File: src/rtl/servo_pkg.sv
// Shared constants and types for the servo angle ramp and its frame timer.
package servo_pkg;

    // Clock cycles per 20 ms PWM frame at 50 MHz; must match servo_pwm.
    localparam int FRAME_CYCLES_DEF = 1000000;
    // Largest legal angle in degrees; larger commands are clamped.
    localparam int MAX_ANGLE_DEF    = 180;
    // Angle driven after reset (servo centre).
    localparam int RESET_ANGLE_DEF  = 90;
    // Frame counter width; 2^20 covers one million cycles.
    localparam int CNT_W            = 20;

    // Ramp controller states.
    typedef enum logic [0:0] {
        IDLE = 1'b0,
        RAMP = 1'b1
    } state_t;

endpackage

File: src/rtl/servo_angle_ramp_if.sv
// Command and status bundle between the control logic and servo_angle_ramp.
//
// Handshake: a command transfers on every rising clk edge where
// cmd_valid && cmd_ready are both high. cmd_angle/cmd_step are only
// meaningful while cmd_valid is high. cmd_ready is high at all times
// outside reset, so the master never stalls; the slave never drops a
// transferred command.
interface servo_angle_ramp_if;
    logic                  cmd_valid;
    logic                  cmd_ready;
    logic [7:0]            cmd_angle;
    logic [3:0]            cmd_step;
    logic [7:0]            angle;
    logic                  frame_tick;
    logic                  busy;
    logic                  done;
    logic                  clamped;
    servo_pkg::state_t     state_dbg;

    // Command issuer / status consumer.
    modport master (
        output cmd_valid, cmd_angle, cmd_step,
        input  cmd_ready, angle, frame_tick, busy, done, clamped, state_dbg
    );

    // The ramp block itself.
    modport slave (
        input  cmd_valid, cmd_angle, cmd_step,
        output cmd_ready, angle, frame_tick, busy, done, clamped, state_dbg
    );
endinterface

File: src/rtl/servo_frame_timer.sv
// Free-running 0..CYCLES-1 wrap counter with a registered tick that is high
// exactly during the cycle in which the counter holds CYCLES-1.
module servo_frame_timer
    import servo_pkg::*;
#(
    parameter int CYCLES = FRAME_CYCLES_DEF,
    parameter int WIDTH  = CNT_W
) (
    input  logic clk,
    input  logic rst_n,
    output logic tick
);
    localparam logic [WIDTH-1:0] LAST = WIDTH'(CYCLES - 1);

    logic [WIDTH-1:0] cnt;
    logic [WIDTH-1:0] cnt_next;

    // Next counter value, wrapping after the last cycle of the frame.
    always_comb begin
        cnt_next = (cnt == LAST) ? '0 : cnt + WIDTH'(1);
    end

    // Counter and tick register; tick is raised alongside cnt reaching LAST.
    always_ff @(posedge clk or negedge rst_n) begin
        if (!rst_n) begin
            cnt  <= '0;
            tick <= 1'b0;
        end else begin
            cnt  <= cnt_next;
            tick <= (cnt_next == LAST);
        end
    end
endmodule

File: src/rtl/servo_angle_ramp.sv
// Slews the servo angle toward a commanded target by a fixed step once per
// PWM frame, so the downstream PWM only sees angle changes on frame edges.
module servo_angle_ramp
    import servo_pkg::*;
#(
    parameter int FRAME_CYCLES = FRAME_CYCLES_DEF,
    parameter int MAX_ANGLE    = MAX_ANGLE_DEF,
    parameter int RESET_ANGLE  = RESET_ANGLE_DEF
) (
    input  logic               clk,
    input  logic               rst_n,
    servo_angle_ramp_if.slave  bus
);
    localparam logic [0:0] ST_IDLE = IDLE;
    localparam logic [0:0] ST_RAMP = RAMP;
    localparam logic [7:0] MAX_A   = 8'(MAX_ANGLE);
    localparam logic [7:0] RST_A   = 8'(RESET_ANGLE);

    logic [0:0]        state;
    logic [7:0]        angle_q;
    logic [7:0]        target;
    logic [3:0]        step;
    logic              ready_q;
    logic              done_q;
    logic              tick;
    logic              accept;
    logic              over_max;
    logic [7:0]        cmd_target;
    logic signed [8:0] diff;
    logic [8:0]        mag;
    logic              finish;

    servo_frame_timer #(
        .CYCLES (FRAME_CYCLES),
        .WIDTH  (CNT_W)
    ) u_timer (
        .clk   (clk),
        .rst_n (rst_n),
        .tick  (tick)
    );

    // Command decode and distance-to-target arithmetic in 9-bit signed form,
    // so neither the difference nor the final step can wrap.
    always_comb begin
        accept     = bus.cmd_valid && ready_q;
        over_max   = (bus.cmd_angle > MAX_A);
        cmd_target = over_max ? MAX_A : bus.cmd_angle;
        diff       = $signed({1'b0, target}) - $signed({1'b0, angle_q});
        mag        = diff[8] ? 9'(-diff) : 9'(diff);
        finish     = (step == 4'd0) || (mag <= {5'b0, step});
    end

    // Ramp FSM: tick updates use the registered target/step; a command
    // accepted in the same cycle is written afterwards and overrides state.
    always_ff @(posedge clk or negedge rst_n) begin
        if (!rst_n) begin
            state   <= ST_IDLE;
            angle_q <= RST_A;
            target  <= RST_A;
            step    <= 4'd0;
            ready_q <= 1'b0;
            done_q  <= 1'b0;
        end else begin
            ready_q <= 1'b1;
            done_q  <= 1'b0;
            if (tick && (state == ST_RAMP)) begin
                if (finish) begin
                    angle_q <= target;
                    done_q  <= 1'b1;
                    state   <= ST_IDLE;
                end else if (diff[8]) begin
                    angle_q <= angle_q - {4'b0, step};
                end else begin
                    angle_q <= angle_q + {4'b0, step};
                end
            end
            if (accept) begin
                target <= cmd_target;
                step   <= bus.cmd_step;
                state  <= ST_RAMP;
            end
        end
    end

    // Status outputs; clamped flags the accepting cycle itself.
    always_comb begin
        bus.cmd_ready  = ready_q;
        bus.angle      = angle_q;
        bus.frame_tick = tick;
        bus.busy       = (state == ST_RAMP);
        bus.done       = done_q;
        bus.clamped    = accept && over_max;
        bus.state_dbg  = state_t'(state);
    end
endmodule

File: src/flat_wrapper.sv
// flat-port wrapper written by rule: the top's interface ports become plain ports
module servo_angle_ramp_flat import servo_pkg::*;
#(
    parameter int FRAME_CYCLES = FRAME_CYCLES_DEF,
    parameter int MAX_ANGLE    = MAX_ANGLE_DEF,
    parameter int RESET_ANGLE  = RESET_ANGLE_DEF
)
  (clk, rst_n, bus_cmd_valid, bus_cmd_angle, bus_cmd_step, bus_cmd_ready, bus_angle, bus_frame_tick, bus_busy, bus_done, bus_clamped, bus_state_dbg);
  servo_angle_ramp_if bus_i ();
  input  logic clk;
  input  logic rst_n;
  input wire logic [$bits(bus_i.cmd_valid)-1:0] bus_cmd_valid;
  input wire logic [$bits(bus_i.cmd_angle)-1:0] bus_cmd_angle;
  input wire logic [$bits(bus_i.cmd_step)-1:0] bus_cmd_step;
  output wire logic [$bits(bus_i.cmd_ready)-1:0] bus_cmd_ready;
  output wire logic [$bits(bus_i.angle)-1:0] bus_angle;
  output wire logic [$bits(bus_i.frame_tick)-1:0] bus_frame_tick;
  output wire logic [$bits(bus_i.busy)-1:0] bus_busy;
  output wire logic [$bits(bus_i.done)-1:0] bus_done;
  output wire logic [$bits(bus_i.clamped)-1:0] bus_clamped;
  output wire logic [$bits(bus_i.state_dbg)-1:0] bus_state_dbg;
  assign bus_i.cmd_valid = bus_cmd_valid;
  assign bus_i.cmd_angle = bus_cmd_angle;
  assign bus_i.cmd_step = bus_cmd_step;
  assign bus_cmd_ready = bus_i.cmd_ready;
  assign bus_angle = bus_i.angle;
  assign bus_frame_tick = bus_i.frame_tick;
  assign bus_busy = bus_i.busy;
  assign bus_done = bus_i.done;
  assign bus_clamped = bus_i.clamped;
  assign bus_state_dbg = bus_i.state_dbg;
  servo_angle_ramp #(.FRAME_CYCLES(FRAME_CYCLES), .MAX_ANGLE(MAX_ANGLE), .RESET_ANGLE(RESET_ANGLE)) u_core (.clk(clk), .rst_n(rst_n), .bus(bus_i));
endmodule
File: config.mk
export PLATFORM = sky130hd
export DESIGN_NAME = servo_angle_ramp_flat
export DESIGN_NICKNAME = d
export VERILOG_FILES = /design/src/rtl/servo_pkg.sv /design/src/rtl/servo_angle_ramp_if.sv /design/src/rtl/servo_frame_timer.sv /design/src/rtl/servo_angle_ramp.sv /design/src/flat_wrapper.sv
export SDC_FILE = /design/constraint.sdc
export NUM_CORES = 1
export LEC_CHECK = 0
export BUFFER_PORTS_ARGS = -buffer_cell sky130_fd_sc_hd__clkbuf_2
export CAP_MARGIN = 30
export CORE_ASPECT_RATIO = 1.75
export CORE_MARGIN = 1.5
export CORE_UTILIZATION = 54
export DETAILED_ROUTE_END_ITERATION = 8
export GPL_TIMING_DRIVEN = 0
export PLACE_DENSITY = 0.88
export REMOVE_ABC_BUFFERS = 1
export SETUP_SLACK_MARGIN = 0.4
export SYNTH_ARGS = -nofsm -noshare
export SYNTH_HDL_FRONTEND = slang
export SYNTH_SLANG_ARGS = --single-unit
export TNS_END_PERCENT = 10
File: constraint.sdc
create_clock -name clk -period 3.59 [get_ports clk]
set_clock_uncertainty 0.05 [all_clocks]
set_input_delay 0.718 -clock clk [delete_from_list [all_inputs] [get_ports clk]]
set_output_delay 0.718 -clock clk [all_outputs]
set_load 0.05 [all_outputs]
Word level (Yosys, flattened, before mapping)
Cells that the tools add are included.

storage, ports and cells
  bits in read-only memories = 0
  flip-flop bits (word level) = 44
  logic and storage cells = 35
  output and inout port bits = 14
  bits of input ports = 15
  bits in latches = 0
  memory bits (writable) = 0
  memories = 0

cells by class
  $mul = 0
  mux-type cells = 10
  equality and inequality tests = 2
  shift operators = 0
  order comparisons = 2
  bitwise logic cells = 0
  add/sub/neg operators = 5
  div/mod/pow operators = 0
  reductions and logical operators = 8

operators by type and width
  operator                 number
  $eq A20 B20 Y1 const B   2
  $mux W8                  3
  $add A20 B1 Y20 const B  1
  $mux W20                 1
  $le A9 B4 Y1             1
  $mux W9                  1
  $neg A9 Y9               1
  $sub A8 B8 Y9            1
  $add A8 B4 Y8            1
  $gt A8 B8 Y1 const B     1
  $sub A8 B4 Y8            1
  $mux W1                  5
  $logic_not A4 Y1         1
  $reduce_bool A2 Y1       2
  $logic_and A1 B1 Y1      3
  $reduce_and A2 Y1        1
  $logic_or A1 B1 Y1       1

Logic depth before layout (Yosys ltp)
Gate-level depths: netlist of the first run.

  word-level depth = 8
  gate-level depth with buffers = 20
  gate-level depth less buffers = 18

Hierarchy
A second synthesis of the first run with hierarchy kept.

unflattened totals
  cells, all modules = 360
  area total of the unflattened synthesis = 3184.3 sq um

modules (own cells, without submodules)
  module             times used  area each (sq um)  seq. area each (sq um)  cells each
  servo_angle_ramp   1           1978.1             585.6                   241
  servo_frame_timer  1           1206.2             525.5                   119

Worst setup path before layout of the first run
Ideal clock, no wire load.

  path type = reg2reg
  from = reg u_core.angle_q[0] (netlist: u_core.bus.angle[0])
  to = reg u_core.angle_q[7] (netlist: u_core.bus.angle[7])
  data arrival time = 3764 ps
  buffers on the path = 1
  clock period less this slack = 3952 ps
  data required time = 3402 ps
  slack = -362 ps
  setup time = 138 ps
  stages on the path, launching flop included = 19
  cells stage by stage = dfrtp_1 ha_1 fa_1 nor2b_4 o2111a_1 o211a_1 or2_4 clkbuf_1 nor2_1 a21oi_1 ha_1 nor2b_1 o21ai_0 a21o_1 a31oi_1 xnor2_1 and3_1 o21ai_0 o221ai_1

on the way
  cells in the longest elaborated chain, start to end = 6
  elaborated cells on any way between the ends = 9
  classes of those cells = add/sub (4); order compare (1); mux (3); reduce/logical (1)

ends and longest elaborated chain
  element                 RTL line                text
  start, declared         servo_angle_ramp.sv:20  logic [7:0] angle_q;
  start signal, assigned  servo_angle_ramp.sv:68  angle_q <= target;
  start signal, assigned  servo_angle_ramp.sv:72  angle_q <= angle_q - {4'b0, step};
  start signal, assigned  servo_angle_ramp.sv:74  angle_q <= angle_q + {4'b0, step};
  $sub A8 B8 Y9           servo_angle_ramp.sv:48  diff = $signed({1'b0, target}) - $signed({1'b0, angle_q});
  $neg A9 Y9              servo_angle_ramp.sv:49  mag = diff[8] ? 9'(-diff) : 9'(diff);
  $mux W9                 servo_angle_ramp.sv:49
  $le A9 B4 Y1            servo_angle_ramp.sv:50  finish = (step == 4'd0) || (mag <= {5'b0, step});
  $logic_or A1 B1 Y1      servo_angle_ramp.sv:50
  $mux W8 *               servo_angle_ramp.sv:67  if (finish) begin

Every way passes the cells marked *; elsewhere a longest branch is shown, timed or not.
A chain may end at the register's enable or synchronous reset.

Worst setup path after layout of the first run
  from = reg u_core.angle_q[5] (netlist: u_core.bus.angle[5])
  to = reg u_core.angle_q[0] (netlist: u_core.bus.angle[0])

on the way
  cells in the longest elaborated chain, start to end = 6
  elaborated cells on any way between the ends = 7
  classes of those cells = add/sub (2); order compare (1); mux (3); reduce/logical (1)

ends and longest elaborated chain
  element             RTL line
  $sub A8 B8 Y9 *     servo_angle_ramp.sv:48
  $neg A9 Y9          servo_angle_ramp.sv:49
  $mux W9             servo_angle_ramp.sv:49
  $le A9 B4 Y1        servo_angle_ramp.sv:50
  $logic_or A1 B1 Y1  servo_angle_ramp.sv:50
  $mux W8 *           servo_angle_ramp.sv:67

Marked as above.

==> impl_results.md, run 1 <==
* Fin. max-slew vios at 0
* Clock-pin slew on the worst setup and hold paths at 0.09 ns
* # fillers at 438
* Synth Area in XOR/XNOR at 9.22%
* Initial Utilization at 55.3%
* GRT Total Usage at 26.8%
* Complex-gate fraction of the synthesized area at 15.9%
* Main synth FF type: dfrtp_1
* Clock Latency Late Sink at 0.30 ns
* CP endpoint kind: register
* Number of cell rows at 36
* Post-route minimum period at 3.70 ns
* CTS H-tree lvls at 2
* Crit-path cells: inv_1 > ha_1 > a21oi_1 > nand2_1 > o211a_1 > or2_4 > nor2_4 > a21oi_2 > ha_1 > nor2b_1 > o21ai_1 > nand2b_1 > a21oi_2 > a41o_1 > o221ai_4 > buf_4 > a21oi_1 > o22ai_2
* GP Congestion at 0.864
* Crit Path Max Fanout at 8
* Final HPWL DP at 5440 µm
* Hold buffer count at cts at 0
* WS Path Type: reg -> reg
* Share of layout cells above drive strength 1 at 24.3%
* Final core utilization at 66.4%
* Final Hold Vio Count at 0
* Power share of the sequential group at 34.6%
* Pin count of the biggest net entering global routing at 33
* Post-Place Cell Area at 3240 µm²
* Leak pwr at 1.63 nW
* Area of the multi-input gates at 1930 µm²
* Delay-heaviest family, CP: compound AO/OA/AOI/OAI gates
* Slowest cell on the critical path: dfrtp_1
* Main combinational cell family by area after synthesis: simple AND/OR/NAND/NOR gates
* Clock power share at 29.2%
* Asr flop ratio synth at 100%
* FMAX at 271 MHz
* Final ANT Viol Nets at 0
* Initial drt markers at 187
* Comb power frac at 36.2%
* Final setup fails at 8
* Sw frac at 32.4%
* Max Cap Viol at 0
* Worst path max stage delay at 0.43 ns
* Tot Pwr at 0.00154 W
* Core area at 5500 µm²
* Hold crit path type: in -> async
* Routed WL per cell at 17.6 µm
* Status: finished, violations left
* Vias in the first global route at 2,768
* Worst VDD drop at 392 µV
* Yosys warnings at 0
* Reg area at 1110 µm²
* Synth Area in Adders at 10.8%
* WP buf/inv at 2
* Final setup margin at -0.107 ns
* First-pass GRT wire length at 12,300 µm
* Yosys cell types at 59
* Antenna cells at 0
* Violated checks: setup timing
* Die Span Y at 102 µm
* Slew @ Worst Pin at 0.635 ns
* Initial antenna violation count at 0
* CTS Buf Count at 5
* Clock Path Buffers at 2
* #FFs+latches synth at 44
* Switch Pwr at 0.000499 W
* CP Launch Type: register
* CTS root buf: clkbuf_8
* TritonCTS clock tree: yes
* WL final at 8070 µm
* Synth Cell Area at 3040 µm²
* GRT overflow at 0
* Area added between synthesis and finish at 20.0%
* Residual DRC at 0
* PD cells at 422 nW/µm²
* Cell area after layout at 3650 µm²
* Pint at 0.00104 W
* Crit path arrival time at 3.83 ns
* # IOs at 29
* Tcrit/Tclk final at 103%
* Vias/cell at 6.01
* Average size of a mapped cell at 9.02 µm²
* Register area share after synthesis at 36.5%
* Via count at 2,753
* Clock tree sinks at 44
* PortBufs at 28
* First-pass DRT Iterations at 4
* Unrepaired setup endpoints after global routing: true
* Die area at 6110 µm²
* Number of synthesized flops with an enable pin at 0
* Post-synthesis mux area share at 0.329%
* Slew headroom at 57.6%
* Simple-Gate Fraction of Synth Area at 23.0%
* Synth Instances at 337
* Worst path required time at 3.73 ns
* Die width at 59.7 µm
* NumNets Final at 421
-- power groups by stage --
| stage | combinational [W] | clock, W | sequential (W) |
|---|---|---|---|
| 3_3_place_gp | 0.000381 | 0 | 0.000541 |
| 2_1_floorplan | 0.000305 | 0 | 0.000539 |
| 5_1_grt | 0.000599 | 0.000476 | 0.000535 |
| 3_5_place_dp | 0.000400 | 0 | 0.000541 |
| 4_1_cts | 0.000455 | 0.000457 | 0.000531 |
| 6_report | 0.000557 | 0.000449 | 0.000533 |
-- final timing paths --
check	slack (ns)	endpoint	cells after the start	startpoint
max in group asynchronous	2.68	u_core.target[4]	2	rst_n
min in group clk	0.43	u_core.target[6]	2	u_core.target[6]
hold / removal	0.25	u_core.bus.busy	1	rst_n
setup / recovery	-0.11	u_core.bus.angle[0]	18	u_core.bus.angle[5]
setup reg to reg	-0.11	u_core.bus.angle[0]	18	u_core.bus.angle[5]
hold reg to reg	0.43	u_core.target[6]	2	u_core.target[6]
-- per-layer routing --
layer	track usage, %	vias up	wire (µm)
met3	3.42	33	311
met2	48.2	89	4500
met4	17.4	0	461
met5	0	-	0
li1	-	1281	-
met1	27.8	1350	2800
-- cell usage in the layout (no fill, tap or decap), types with 13 or more instances in the layout --
master,Yosys,final
a21oi_1,17,13
buf_4,1,16
clkbuf_2,0,28
dfrtp_1,36,36
ha_1,23,19
inv_1,19,18
nand2_1,38,38
nor2_1,31,30
xnor2_1,17,17
xor2_1,15,15
-- registers in the layout, indices dropped and copies added (netlist names) --
name                  cells
u_core.bus.angle          8
u_core.step               4
u_core.bus.busy           1
u_core.target             8
u_core.u_timer.cnt       20
u_core.bus.done           1
u_core.bus.cmd_ready      1
u_core.u_timer.tick       1
-- what timing repair did --
action	CTS	global route
endpoints found under the setup margin	10	10
pin swaps	7	13
cloned	1	0
gates resized for setup	7	21
buffers inserted	11	7
-- per-stage QoR --
| stage | setup TNS [ns] | setup slack (ns) | std cells | hold WS (ns) |
|---|---|---|---|---|
| after floorplan | -0.807 | -0.187 | 326 | 0.372 |
| after global placement | -1.47 | -0.256 | 430 | 0.405 |
| after global routing | -1.64 | -0.229 | 458 | 0.274 |
| final | -0.485 | -0.107 | 458 | 0.252 |
| after CTS | -0.00356 | -0.00356 | 451 | 0.254 |
| after detailed placement | -1.94 | -0.304 | 431 | 0.414 |
-- synth_stat cells, types with 2 or more instances --
| master | count | share of area, % |
|---|---|---|
| o21bai_1 | 2 | 0.49 |
| ha_1 | 23 | 9.5 |
| nand2_1 | 38 | 4.7 |
| or3_1 | 3 | 0.62 |
| clkbuf_1 | 7 | 0.86 |
| a21bo_1 | 2 | 0.66 |
| nor4b_1 | 3 | 0.86 |
| nor3_1 | 8 | 1.3 |
| nand4_1 | 4 | 0.82 |
| o2bb2ai_1 | 2 | 0.58 |
| nor2b_1 | 5 | 1.0 |
| a22oi_1 | 2 | 0.49 |
| nor2_1 | 31 | 3.8 |
| nand2b_1 | 7 | 1.4 |
| o21ai_0 | 13 | 2.1 |
| fa_1 | 2 | 1.3 |
| and4b_1 | 2 | 0.66 |
| inv_1 | 19 | 2.3 |
| and3_1 | 4 | 0.82 |
| a21o_1 | 2 | 0.49 |
| nand3_1 | 12 | 2.0 |
| xnor2_1 | 17 | 4.9 |
| o31a_1 | 2 | 0.58 |
| o22ai_1 | 7 | 1.4 |
| and2_1 | 2 | 0.41 |
| dfstp_2 | 8 | 6.9 |
| a22oi_2 | 2 | 0.82 |
| nor4_1 | 2 | 0.41 |
| a31o_2 | 2 | 0.58 |
| a21oi_1 | 17 | 2.8 |
| dfrtp_1 | 36 | 30 |
| and4_1 | 3 | 0.86 |
| nand3b_1 | 2 | 0.49 |
| xor2_1 | 15 | 4.3 |
| a31oi_1 | 7 | 1.4 |
-- worst register-to-register path, cell delays in order (launching register included) --
cell	delay [ns]
dfrtp_1	0.43
inv_1	0.11
ha_1	0.38
a21oi_1	0.18
nand2_1	0.11
o211a_1	0.25
or2_4	0.32
nor2_4	0.11
a21oi_2	0.05
ha_1	0.28
nor2b_1	0.13
o21ai_1	0.12
nand2b_1	0.08
a21oi_2	0.13
a41o_1	0.18
o221ai_4	0.18
buf_4	0.19
a21oi_1	0.19
o22ai_2	0.11
-- final cells by class --
class / count / area share, %
multi-input cells: 264 / 53.0
flip-flops and latches: 44 / 30.5
well taps: 76 / 2.61
repair buffers: 47 / 8.30
clock buffers: 6 / 1.99
clock inverters: 2 / 1.65
inverters: 19 / 1.96
-- kinds of logic (layout without fill, tap and decap cells) --
kind of cell | count (synthesis) | in the layout
AND/OR/NAND/NOR | 134 | 134
AO/OA/AOI/OAI | 70 | 71
flip-flops | 44 | 44
XOR/XNOR | 32 | 32
buffers and inverters | 30 | 74
adder cells (fa/ha/maj) | 25 | 25
other | 1 | 1
multiplexers | 1 | 1
(Power assumes the default switching activity.)
==> inputs of run 2 (changes only) <==
--- a/config.mk
+++ b/config.mk
@@ -9,10 +9,10 @@
 export CAP_MARGIN = 30
 export CORE_ASPECT_RATIO = 1.75
 export CORE_MARGIN = 1.5
-export CORE_UTILIZATION = 54
+export CORE_UTILIZATION = 60
 export DETAILED_ROUTE_END_ITERATION = 8
 export GPL_TIMING_DRIVEN = 0
-export PLACE_DENSITY = 0.88
+export PLACE_DENSITY = 0.81
 export REMOVE_ABC_BUFFERS = 1
 export SETUP_SLACK_MARGIN = 0.4
 export SYNTH_ARGS = -nofsm -noshare
==> constraint.sdc (replaced) <==
create_clock -name clk -period 4 [get_ports clk]
set_clock_uncertainty 0.05 [all_clocks]
set_input_delay 0.8 -clock clk [delete_from_list [all_inputs] [get_ports clk]]
set_output_delay 0.8 -clock clk [all_outputs]
set_load 0.05 [all_outputs]
==> run 2 against run 1 <==
Compared with the run above:
- the flow now finishes without violations
- clock power decreased by 11%
- non-clock buffer count unchanged
- wire length decreased by 6.6%
- global-route usage increased by 2.5 points
- final area shrank 1.4%
- worst setup slack gained 0.39 ns
- worst hold slack improved by 0.050 ns
- core utilization up 6.5 points
- via count down 2.9%
- power fell by 12%
- critical path type unchanged
==> impl_results.md, run 2 (synthesis gave the netlist of run 1 again) <==
* Status: completed
* Share of layout cells above drive strength 1 at 23.0% (-1.3 points)
* Initial Utilization at 61.6% (+6.3 points)
* Final ANT Viol Nets at 0 (unchanged)
* Unrepaired setup endpoints after global routing: true
* Initial antenna violation count at 0 (unchanged)
* WS Path Type: reg -> reg
* Reg-to-Reg End: u_core.bus.angle[5]
* PortBufs at 28 (unchanged)
* NumNets Final at 421 (unchanged)
* Worst path max stage delay at 0.40 ns (-0.03 ns)
* Tcrit/Tclk final at 93.0% (-10 points)
* CTS root buf: clkbuf_8
* Crit Path Max Fanout at 7 (-1)
* Slew headroom at 62.1% (+4.6 points)
* Largest register FFs at 20 (unchanged)
* Crit path arrival time at 3.85 ns (+0.02 ns)
* CTS Buf Count at 5 (unchanged)
* Slew @ Worst Pin at 0.568 ns (-0.0668 ns)
* Core area at 4930 µm² (-10%)
* GRT overflow at 0 (unchanged)
* FMAX at 269 MHz (-0.58%)
* R2r setup slk at 0.28 ns (+0.39 ns)
* Antenna cells at 0 (unchanged)
* GRT Total Usage at 29.2% (+2.5 points)
* Via count at 2,672 (-2.9%)
* WL final at 7540 µm (-6.6%)
* Vias in the first global route at 2,730 (-1.4%)
* TritonCTS clock tree: yes
* Residual DRC at 0 (unchanged)
* CP endpoint kind: register
* Most common cell after layout, fill and taps aside: nand2_1
* GP Congestion at 0.867 (+0.43%)
* Initial drt markers at 117 (-37%)
* Clock tree sinks at 44 (unchanged)
* CP Launch Type: register
* Crit-path cells: inv_1 > ha_2 > fa_2 > nor2b_4 > o2111a_1 > o211a_1 > or2_4 > nor2_1 > a21oi_1 > ha_1 > nor2b_1 > o21ai_1 > nand2b_1 > a21oi_2 > a41o_1 > o221ai_4 > and2_4 > o31a_1
* First-pass GRT wire length at 12,600 µm (+2.3%)
* Most frequent cells in the layout: nand2_1, dfrtp_1, nor2_1, clkbuf_2, ha_1
* Largest register by flop count: u_core.u_timer.cnt
* Area added between synthesis and finish at 18.3%
* Worst VDD drop at 472 µV (+21%)
* Vias/cell at 6.13 (+2.0%)
* Reg2reg path depth at 18 (unchanged)
* Post-Place Cell Area at 3210 µm² (-0.85%)
* Max Cap Viol at 0 (unchanged)
* Clock Path Buffers at 2 (unchanged)
* Cell area after layout at 3600 µm² (-1.4%)
* Clock-pin slew on the worst setup and hold paths at 0.09 ns (about the same)
* Worst path required time at 4.14 ns (+0.41 ns)
* # fillers at 359 (-18%)
* Hold buffer count at cts at 0 (unchanged)
* Die width at 56.8 µm (-4.9%)
* Clock Latency Late Sink at 0.30 ns (about the same)
* Slowest cell on the critical path: dfrtp_1
* Number of cell rows at 34 (-5.6%)
* Fin. max-slew vios at 0 (unchanged)
* Area of the multi-input gates at 1910 µm² (-1.4%)
* Leak pwr at 1.63 nW (about the same)
* CTS H-tree lvls at 2 (unchanged)
* Hold crit path type: in -> async
* First-pass DRT Iterations at 4 (unchanged)
* Post-route minimum period at 3.72 ns (+0.0214 ns)
* Delay-heaviest family, CP: compound AO/OA/AOI/OAI gates
* Die area at 5520 µm² (-9.6%)
* WP buf/inv at 1 (-1)
* Routed WL per cell at 17.3 µm (-1.9%)
* Final HPWL DP at 5340 µm (-1.8%)
* PD cells at 378 nW/µm² (-11%)
* Final setup fails at 0 (-8)
* Final Hold Vio Count at 0 (unchanged)
* Reg area at 1110 µm² (unchanged)
* Pin count of the biggest net entering global routing at 37 (+12%)
* # IOs at 29 (unchanged)
* RR Startpoint: u_core.target[0]
* Setup tns final at 0 ns (+0.485 ns)
* Die Span Y at 97.2 µm (-5.0%)
## run 2: worst max path at each step
stage                                    from                   to  slack (ns)  cells past startpoint
after floorplan           u_core.bus.angle[2]  u_core.bus.angle[5]        0.22                     17
after global placement       u_core.target[1]  u_core.bus.angle[7]        0.14                     17
after detailed placement     u_core.target[1]  u_core.bus.angle[7]        0.06                     17
after CTS                    u_core.target[0]  u_core.bus.angle[5]        0.40                     18
after global routing         u_core.target[0]  u_core.bus.angle[5]        0.20                     18
final                        u_core.target[0]  u_core.bus.angle[5]        0.28                     18
## run 2: final cells by class
type / count / share of cell area [%]
clock buffer: 6 / 2.02
clock inverter: 2 / 1.67
inverter: 19 / 1.98
multi-input combinational: 264 / 53.0
sequential: 44 / 30.9
tap: 54 / 1.88
timing repair buffer: 47 / 8.52
## run 2: stage by stage
stage	cells	utilization, %	worst slack, ns	hold slack, ns	total power (W)
2_1_floorplan	326	-	0.223	0.392	0.000758
3_3_place_gp	408	64.7	0.140	0.408	0.000829
3_5_place_dp	409	65.1	0.0568	0.418	0.000846
4_1_cts	431	71.3	0.403	0.303	0.00131
5_1_grt	436	72.9	0.198	0.318	0.00143
6_report	436	72.9	0.282	0.302	0.00136
## run 2: where the power goes
part / total [W] / switching, W / internal [W]
Clock: 0.000401 / 0.000152 / 0.000250
Sequential: 0.000479 / 0.0000151 / 0.000464
Combinational: 0.000478 / 0.000262 / 0.000216
## run 2: metal layers
layer	vias up	global-route usage [%]	share of wire, %
li1	1289	-	-
met1	1292	32.0	37
met2	64	51.6	56
met3	27	3.46	2.5
met4	0	18.6	5.0
met5	-	0	0
## run 2: repair_timing
action                                  in CTS  in global routing
cloned                                       1                  0
buffers inserted                            13                  5
endpoints found under the setup margin      10                 10
gates resized for setup                     10                 12
pin swaps                                    3                 11
==> inputs of run 3 (changes only) <==
--- a/config.mk
+++ b/config.mk
@@ -12,7 +12,7 @@
 export CORE_UTILIZATION = 60
 export DETAILED_ROUTE_END_ITERATION = 8
 export GPL_TIMING_DRIVEN = 0
-export PLACE_DENSITY = 0.81
+export PLACE_DENSITY_LB_ADDON = 0.15
 export REMOVE_ABC_BUFFERS = 1
 export SETUP_SLACK_MARGIN = 0.4
 export SYNTH_ARGS = -nofsm -noshare
==> run 3 against run 2 <==
Compared with the run above:
- critical path depth shrank 1
- first-iteration DRC count down 14%
- wire length shrank 5.0%
- worst setup slack better by 0.13 ns
==> impl_results.md, run 3 (synthesis gave the netlist of run 1 again) <==
* Status: completed
* WHS at 0.403 ns (+0.101 ns)
* Number of cell rows at 34 (unchanged)
* Hold crit path type: in -> async
* First-pass DRT Iterations at 4 (unchanged)
* Die area at 5520 µm² (unchanged)
* Residual DRC at 0 (unchanged)
* Clock-pin slew on the worst setup and hold paths at 0.09 ns (about the same)
* Die width at 56.8 µm (unchanged)
* Area added between synthesis and finish at 17.2%
* WP buf/inv at 1 (unchanged)
* Fin. max-slew vios at 0 (unchanged)
* R2r setup slk at 0.41 ns (+0.13 ns)
* CTS H-tree lvls at 2 (unchanged)
* Clock tree sinks at 44 (unchanged)
* Unrepaired setup endpoints after global routing: true
* Most common cell after layout, fill and taps aside: nand2_1
* WS Path Type: reg -> reg
* Crit-path cells: inv_1 > ha_1 > nor2b_4 > o2111a_1 > o211a_1 > or2_4 > nor2_4 > a21oi_2 > ha_1 > nor2b_1 > o21ai_1 > nand2b_1 > a21oi_2 > a41o_1 > o221ai_4 > and2_4 > o31a_1
* Post-route minimum period at 3.59 ns (-0.132 ns)
* Delay-heaviest family, CP: compound AO/OA/AOI/OAI gates
* Final ANT Viol Nets at 0 (unchanged)
* PortBufs at 28 (unchanged)
* CTS Buf Count at 5 (unchanged)
* Tot Pwr at 0.00131 W (-3.3%)
* Clock Latency Late Sink at 0.30 ns (about the same)
* First-pass GRT wire length at 12,100 µm (-3.9%)
* Pin count of the biggest net entering global routing at 27 (-27%)
* GRT overflow at 0 (unchanged)
* Final Hold Vio Count at 0 (unchanged)
* Reg2reg path depth at 17 (-1)
* Crit Path Max Fanout at 8 (+1)
* Die Span Y at 97.2 µm (unchanged)
* WL final at 7160 µm (-5.0%)
* Worst VDD drop at 409 µV (-13%)
* Vias/cell at 6.04 (-1.4%)
* GRT Total Usage at 27.8% (-1.4 points)
* Largest register FFs at 20 (unchanged)
* Most frequent cells in the layout: nand2_1, dfrtp_1, nor2_1, clkbuf_2, ha_1
* Tcrit/Tclk final at 89.6% (-3.3 points)
* Slew @ Worst Pin at 0.599 ns (+0.0303 ns)
* Final HPWL DP at 5310 µm (-0.54%)
* TritonCTS clock tree: yes
* GP Congestion at 0.785 (-9.5%)
* Clock Path Buffers at 2 (unchanged)
* Post-Place Cell Area at 3210 µm² (unchanged)
* Share of layout cells above drive strength 1 at 23.4% (+0.37 points)
* Reg-to-Reg End: u_core.bus.angle[5]
* CP Launch Type: register
* # IOs at 29 (unchanged)
* Largest register by flop count: u_core.u_timer.cnt
* Final setup fails at 0 (unchanged)
* Crit path arrival time at 3.73 ns (-0.12 ns)
* Initial antenna violation count at 0 (unchanged)
* Hold buffer count at cts at 0 (unchanged)
* FMAX at 279 MHz (+3.7%)
* Max Cap Viol at 0 (unchanged)
* Core area at 4930 µm² (unchanged)
* RR Startpoint: u_core.bus.angle[2]
* CTS root buf: clkbuf_8
* Routed WL per cell at 16.7 µm (-3.7%)
* Antenna cells at 0 (unchanged)
* Slew headroom at 60.0% (-2.1 points)
* Setup tns final at 0 ns (unchanged)
* NumNets Final at 415 (-1.4%)
* Worst path max stage delay at 0.36 ns (-0.04 ns)
* Initial drt markers at 101 (-14%)
* Leak pwr at 1.60 nW (-1.7%)
* CP endpoint kind: register
* Slowest cell on the critical path: dfrtp_1
* PD cells at 368 nW/µm² (-2.5%)
* Worst path required time at 4.14 ns (about the same)
* Initial Utilization at 61.6% (unchanged)
* Cell area after layout at 3560 µm² (-0.87%)
* Via count at 2,599 (-2.7%)
* Vias in the first global route at 2,677 (-1.9%)
==> run 3: how the worst max path moves through the flow <==
stage | from | end | slack (ns) | depth (start not counted)
after floorplan | u_core.bus.angle[2] | u_core.bus.angle[5] | 0.22 | 17
after global placement | u_core.bus.angle[0] | u_core.bus.angle[5] | 0.15 | 17
after detailed placement | u_core.bus.angle[0] | u_core.bus.angle[7] | 0.12 | 17
after CTS | u_core.target[0] | u_core.bus.angle[5] | 0.42 | 18
after global routing | u_core.target[0] | u_core.bus.angle[6] | 0.28 | 19
final | u_core.bus.angle[2] | u_core.bus.angle[5] | 0.41 | 17
==> run 3: through the flow <==
stage               worst slack (ns)  instances  utilization (%)
finish                         0.414        430             72.2
global placement               0.150        408             64.7
global route                   0.281        430             72.2
floorplan                      0.223        326                -
detailed placement             0.125        409             65.1
CTS                            0.419        428             70.4
==> run 3: worst register-to-register path: stages, from the launching register on <==
cell,delay [ns]
dfrtp_1,0.36
inv_1,0.07
ha_1,0.35
nor2b_4,0.15
o2111a_1,0.24
o211a_1,0.22
or2_4,0.32
nor2_4,0.10
a21oi_2,0.04
ha_1,0.29
nor2b_1,0.14
o21ai_1,0.11
nand2b_1,0.08
a21oi_2,0.12
a41o_1,0.19
o221ai_4,0.19
and2_4,0.24
o31a_1,0.23
==> run 3: layer usage <==
| metal | wire length [µm] | share of wire [%] | vias up | GRT usage, % |
|---|---|---|---|---|
| li1 | - | - | 1272 | - |
| met1 | 2620 | 37 | 1228 | 29.1 |
| met2 | 4020 | 56 | 68 | 52.7 |
| met3 | 183 | 2.6 | 31 | 3.46 |
| met4 | 344 | 4.8 | 0 | 13.2 |
| met5 | 0 | 0 | - | 0 |
==> run 3: layout make-up <==
type	count	area, µm²
clock buffers	7	96.3
inverters	19	71.3
repair buffers	41	258
fillers	376	1370
flip-flops and latches	44	1110
clock inverters	1	30.0
multi-input cells	264	1930
well taps	54	67.6
==> run 3: what timing repair did <==
action	in CTS	in global routing
gates cloned	1	0
setup buffers	10	2
resized for setup	9	18
setup endpoints to repair	10	10
pin swaps	5	14
==> run 3: power by group <==
group | internal (W) | switching (W)
clock network | 0.000220 | 0.000150
logic | 0.000201 | 0.000264
registers | 0.000464 | 0.0000137
